==> src/rtl/pq_pkg.sv <==
// Shared QuickQ types: key/value entry, host command opcodes, response codes and
// host-interface FSM states.
package pq_pkg;

   localparam int unsigned PQ_W = 32;

   typedef struct packed {
      logic [PQ_W-1:0] key;
      logic [PQ_W-1:0] val;
   } kv_t;

   typedef enum logic [1:0] {
      OP_ENQ  = 2'b00,
      OP_DEQ  = 2'b01,
      OP_REPL = 2'b10,
      OP_PEEK = 2'b11
   } qq_op_t;

   typedef enum logic [1:0] {
      ERR_OK      = 2'b00,
      ERR_FULL    = 2'b01,
      ERR_EMPTY   = 2'b10,
      ERR_TIMEOUT = 2'b11
   } qq_err_t;

   typedef enum logic [1:0] {
      ST_IDLE,
      ST_HOLD,
      ST_WAIT,
      ST_RESP
   } qq_state_t;

endpackage

==> src/rtl/qq_host_if.sv <==
// Host-side command initiator for the QuickQ node chain: issues single-cycle
// commands to node 0, waits for completion, returns a response, tracks occupancy.
module qq_host_if
   import pq_pkg::*;
#(
   parameter int unsigned W       = 32,
   parameter int unsigned CAP     = 4,
   parameter int unsigned TIMEOUT = 64
) (
   input  logic                       clk,
   input  logic                       rst,
   input  logic                       cmd_valid,
   output logic                       cmd_ready,
   input  qq_op_t                     cmd_op,
   input  kv_t                        cmd_kv,
   input  logic                       q_rdy,
   input  logic                       q_full,
   input  logic                       q_empty,
   input  kv_t                        q_head,
   output logic                       q_enq,
   output logic                       q_deq,
   output logic                       q_repl,
   output kv_t                        q_data,
   output logic                       rsp_valid,
   input  logic                       rsp_ready,
   output kv_t                        rsp_kv,
   output qq_err_t                    rsp_err,
   output logic [$clog2(CAP+1)-1:0]   count
);

   localparam int unsigned CW   = $clog2(CAP + 1);
   localparam int unsigned WD_W = (TIMEOUT > 2) ? $clog2(TIMEOUT) : 1;

   if (W != PQ_W) begin : g_w_check
      $error("qq_host_if: W must match the node chain key width PQ_W");
   end

   qq_state_t         state_q, state_d;
   logic [WD_W-1:0]   wdog_q, wdog_d;
   logic [CW-1:0]     count_q, count_d;
   qq_op_t            op_q, op_d;
   kv_t               rsp_kv_q, rsp_kv_d;
   qq_err_t           rsp_err_q, rsp_err_d;
   logic              full, empty;

   always_ff @(posedge clk) begin
      if (rst) begin
         state_q   <= ST_IDLE;
         wdog_q    <= '0;
         count_q   <= '0;
         op_q      <= OP_ENQ;
         rsp_kv_q  <= '0;
         rsp_err_q <= ERR_OK;
      end else begin
         state_q   <= state_d;
         wdog_q    <= wdog_d;
         count_q   <= count_d;
         op_q      <= op_d;
         rsp_kv_q  <= rsp_kv_d;
         rsp_err_q <= rsp_err_d;
      end
   end

   always_comb begin
      state_d   = state_q;
      wdog_d    = wdog_q;
      count_d   = count_q;
      op_d      = op_q;
      rsp_kv_d  = rsp_kv_q;
      rsp_err_d = rsp_err_q;
      cmd_ready = 1'b0;
      q_enq     = 1'b0;
      q_deq     = 1'b0;
      q_repl    = 1'b0;
      q_data    = '0;
      // Local occupancy backs up the chain flags so a stale flag cannot overrun.
      full      = q_full | (count_q == CW'(CAP));
      empty     = q_empty | (count_q == '0);

      unique case (state_q)
         ST_IDLE: begin
            cmd_ready = q_rdy & ~rst;
            if (cmd_valid && cmd_ready) begin
               op_d      = cmd_op;
               rsp_kv_d  = '0;
               rsp_err_d = ERR_OK;
               case (cmd_op)
                  OP_ENQ: begin
                     if (full) begin
                        rsp_err_d = ERR_FULL;
                        state_d   = ST_RESP;
                     end else begin
                        q_enq   = 1'b1;
                        q_data  = cmd_kv;
                        state_d = ST_HOLD;
                     end
                  end
                  OP_DEQ: begin
                     if (empty) begin
                        rsp_err_d = ERR_EMPTY;
                        state_d   = ST_RESP;
                     end else begin
                        q_deq    = 1'b1;
                        rsp_kv_d = q_head;
                        state_d  = ST_HOLD;
                     end
                  end
                  OP_REPL: begin
                     if (empty) begin
                        rsp_err_d = ERR_EMPTY;
                        state_d   = ST_RESP;
                     end else begin
                        q_repl   = 1'b1;
                        q_data   = cmd_kv;
                        rsp_kv_d = q_head;
                        state_d  = ST_HOLD;
                     end
                  end
                  default: begin
                     rsp_kv_d  = q_head;
                     rsp_err_d = empty ? ERR_EMPTY : ERR_OK;
                     state_d   = ST_RESP;
                  end
               endcase
            end
         end
         // The node drops rdy one cycle after the pulse, so rdy is not trusted here.
         ST_HOLD: begin
            wdog_d  = '0;
            state_d = ST_WAIT;
         end
         ST_WAIT: begin
            wdog_d = wdog_q + 1'b1;
            if (q_rdy) begin
               state_d   = ST_RESP;
               rsp_err_d = ERR_OK;
               if (op_q == OP_ENQ && count_q != CW'(CAP)) begin
                  count_d = count_q + 1'b1;
               end else if (op_q == OP_DEQ && count_q != '0) begin
                  count_d = count_q - 1'b1;
               end
            end else if (wdog_q == WD_W'(TIMEOUT - 2)) begin
               state_d   = ST_RESP;
               rsp_err_d = ERR_TIMEOUT;
            end
         end
         ST_RESP: begin
            if (rsp_ready) begin
               state_d = ST_IDLE;
            end
         end
      endcase
   end

   assign rsp_valid = (state_q == ST_RESP);
   assign rsp_kv    = rsp_kv_q;
   assign rsp_err   = rsp_err_q;
   assign count     = count_q;

endmodule
==> config.mk <==
export PLATFORM = sky130hd
export DESIGN_NAME = qq_host_if
export DESIGN_NICKNAME = d
export VERILOG_FILES = /design/src/rtl/pq_pkg.sv /design/src/rtl/qq_host_if.sv
export SDC_FILE = /design/constraint.sdc
export NUM_CORES = 1
export LEC_CHECK = 0
export ABC_CLOCK_PERIOD_IN_PS = 2600
export BUFFER_PORTS_ARGS = -buffer_cell sky130_fd_sc_hd__buf_2
export CAP_MARGIN = 20
export CORE_AREA = 2 2 120 122
export DETAILED_ROUTE_END_ITERATION = 10
export DIE_AREA = 0 0 122 124
export PLACE_DENSITY_LB_ADDON = 0.2
export SKIP_LAST_GASP = 1
export SYNTH_ARGS = -nofsm -noshare
export SYNTH_HDL_FRONTEND = slang
export SYNTH_SLANG_ARGS = --single-unit
==> constraint.sdc <==
create_clock -name clk -period 2.6 [get_ports clk]
set_clock_uncertainty 0.05 [all_clocks]
set_input_delay 0.26 -clock clk [delete_from_list [all_inputs] [get_ports clk]]
set_output_delay 0.26 -clock clk [all_outputs]
set_load 0.02 [all_outputs]
==> metrics.txt <==
status=completed; number of H-tree levels=3; Main synth FF type=dfxtp_1; Post-Syn Instances=326; Post-synth EDFFs=0; min-delay worst type=in2reg; Rel. slew slack=65.1%; clk_lat worst skew=0.33 ns; row cnt=43; Pwr Density=599 nW/um2; Avg WL per Cell=13.6 um; DRC marker count from the first detailed-route iteration=193; Starting Density=24.7%; Synth Net Count=473; die area=15100 um2; commonest non-fill, non-tap cell in the layout=buf_2; Buf/Inv on CP=2; peak supply drop=0.277 mV; DR vias/cell=4.31; CTS Root Cell=clkbuf_16; I/O pin count=275; pin count of the biggest net entering global routing=65; critical path capture point type=output pin; dominant cell type by area after synthesis=dfxtp_1; startpoint types=register; Buffers on Ports=274; CP arrival=2.07 ns; vias in the first global route=3120; antenna diode count=0; core area=13700 um2; CTS buffer count=9; r2r startpoint=count[0]; deepest clock path buffer count=2; setup violators final=0; post-synth top area share=46.7%; slowest cell on the critical path=dfxtp_1; fmax=421 MHz; WS Path Type=reg2out; commonest non-fill, non-tap cells in the layout=buf_2, dfxtp_1, and2_1; setup TNS=0 ns; #FFs+latches synth=79; hold_buf cts=0; # fillers=1429; Final period util=91.4%; Final WS setup=0.224 ns; clk sinks=79; reg2reg path depth=6; initial antenna violation count=0; r2r setup slk=0.28 ns; # Max-Cap Violations=0; Crit path depth=6; final core utilization=38.1%; worst setup path start=count[0]; routed wire length=10.6 mm; Critical Path RT=2.29 ns; Syn. warnings=0; CP peak stage delay=0.48 ns; worst setup path end=q_data[49]; CP top delay family=simple AND/OR/NAND/NOR gates; DIE WIDTH=122 um; final slew viol count=0; Crit Path Max Fanout=64; Post-CTS Resized=0; count of different cell masters after synthesis=41; RSZ-0062 raised after global routing=no; Setup Fix Bufs, Post-CTS=0; RD Place Congestion=0.767; Area Growth Syn to Fin=54.6%; final hold viol count=0; reg2reg end=count[2]; chip height=124 um; Synth Cell Area=3380 um2; Seq/Total Area, Yosys=46.7%; leakage power=2.86 nW; layout cells sized above 1=54.1%; Via Count=3373; dpl hpwl=8.43 mm; first-pass GRT wire length=15.8 mm; Worst-path clk slew=0.06 ns; Total Power Consumption=0.00313 W; DRT antenna net count=0; drc violations=0; slew of the pin with the lowest slew margin=0.520 ns; Synth area leaders=dfxtp_1, and2_1, a22o_1; GRT Overall Usage=13.4%; worst slack at placement=0.307 ns; nets@finish=745; drt pass-1 iters=4; grt ovf=0; fin crit period=2.38 ns; asr flop ratio synth=0%; CTS tree=done; Syn Area/Cell=10.4 um2; crit-path cells=nor3b_2 -> or3b_4 -> a21oi_4 -> buf_12 -> and2_1 -> buf_2
-- synth_stat cells, types with 2 or more instances --
cell type,instances
dfxtp_1,79
and2_1,65
a22o_1,43
a22o_2,21
nor2_1,15
inv_1,10
ha_1,9
a21oi_1,7
buf_2,7
buf_6,6
clkbuf_2,6
nand2_1,6
xor2_1,5
and3_1,4
nand4_1,4
o21ai_0,4
nor2b_1,3
a31oi_1,2
clkbuf_1,2
nand2b_1,2
nand3_1,2
nor2_2,2
o211a_1,2
o31ai_1,2
or3_1,2
-- state kept, by name, indices dropped and copies added, names as in the netlist --
| name | flops |
|---|---|
| state_q | 2 |
| count | 3 |
| wdog_q | 6 |
| rsp_kv | 64 |
| op_q | 2 |
| rsp_err | 2 |
-- cell families (layout without fill, tap and decap cells) --
kind of cell             Yosys count  count (layout)  synth area share, %
AO/OA/AOI/OAI                     88              88                 22.4
XOR/XNOR                           6               6                 1.55
adder cells (fa/ha/maj)           10              10                 3.92
buffers and inverters             31             308                 5.25
flip-flops                        79              79                 46.7
multiplexers                       1               1                0.296
AND/OR/NAND/NOR                  111             111                 19.8
-- worst register-to-register path, stage by stage, from the launching register on --
cell     delay, ns
dfxtp_1       0.48
nor3b_2       0.12
or3_1         0.34
fa_1          0.39
or4_1         0.50
a31o_2        0.25
a21oi_1       0.12
-- layout make-up --
cell class                 count  area, um2  area share, %
clock inverter                 6       43.8          0.837
tap                          180        225           4.31
timing repair buffer         282       1470           28.1
multi-input combinational    216       1630           31.2
sequential                    79       1580           30.2
inverter                      10       37.5          0.718
clock buffer                  10        239           4.57
-- routing by layer --
layer | vias up | GRT usage, % | part of all wire, % | wire [um]
met3 | 13 | 3.48 | 6.7 | 715
met1 | 1540 | 17.5 | 45 | 4820
met5 | - | 0 | 0 | 0
met4 | 0 | 4.53 | 1.2 | 128
met2 | 118 | 21.3 | 47 | 4980
li1 | 1702 | - | - | -
-- stage by stage --
stage | hold WS [ns] | area, um2 | cells
5_1_grt | 0.0759 | 5230 | 783
6_report | 0.0924 | 5230 | 783
2_1_floorplan | 0.343 | 3380 | 326
3_5_place_dp | 0.400 | 4950 | 767
3_3_place_gp | 0.400 | 4930 | 766
4_1_cts | 0.0743 | 5230 | 783
-- how the worst min path moves through the flow --
stage	start	endpoint	slack, ns	cells after the start
after global routing	q_head[49]	rsp_kv[49]	0.08	2
after global placement	rsp_kv[10]	rsp_kv[10]	0.40	1
after CTS	q_head[6]	rsp_kv[6]	0.07	2
final	q_head[6]	rsp_kv[6]	0.09	2
after detailed placement	rsp_kv[28]	rsp_kv[28]	0.40	1
after floorplan	q_head[10]	rsp_kv[10]	0.34	1
-- report_power, final --
group / total (W) / switching [W] / internal, W
Sequential: 0.00133 / 0.0000488 / 0.00128
Combinational: 0.000635 / 0.000353 / 0.000281
Clock: 0.00117 / 0.000496 / 0.000677
Note: power is estimated with default switching activity, not from simulation.
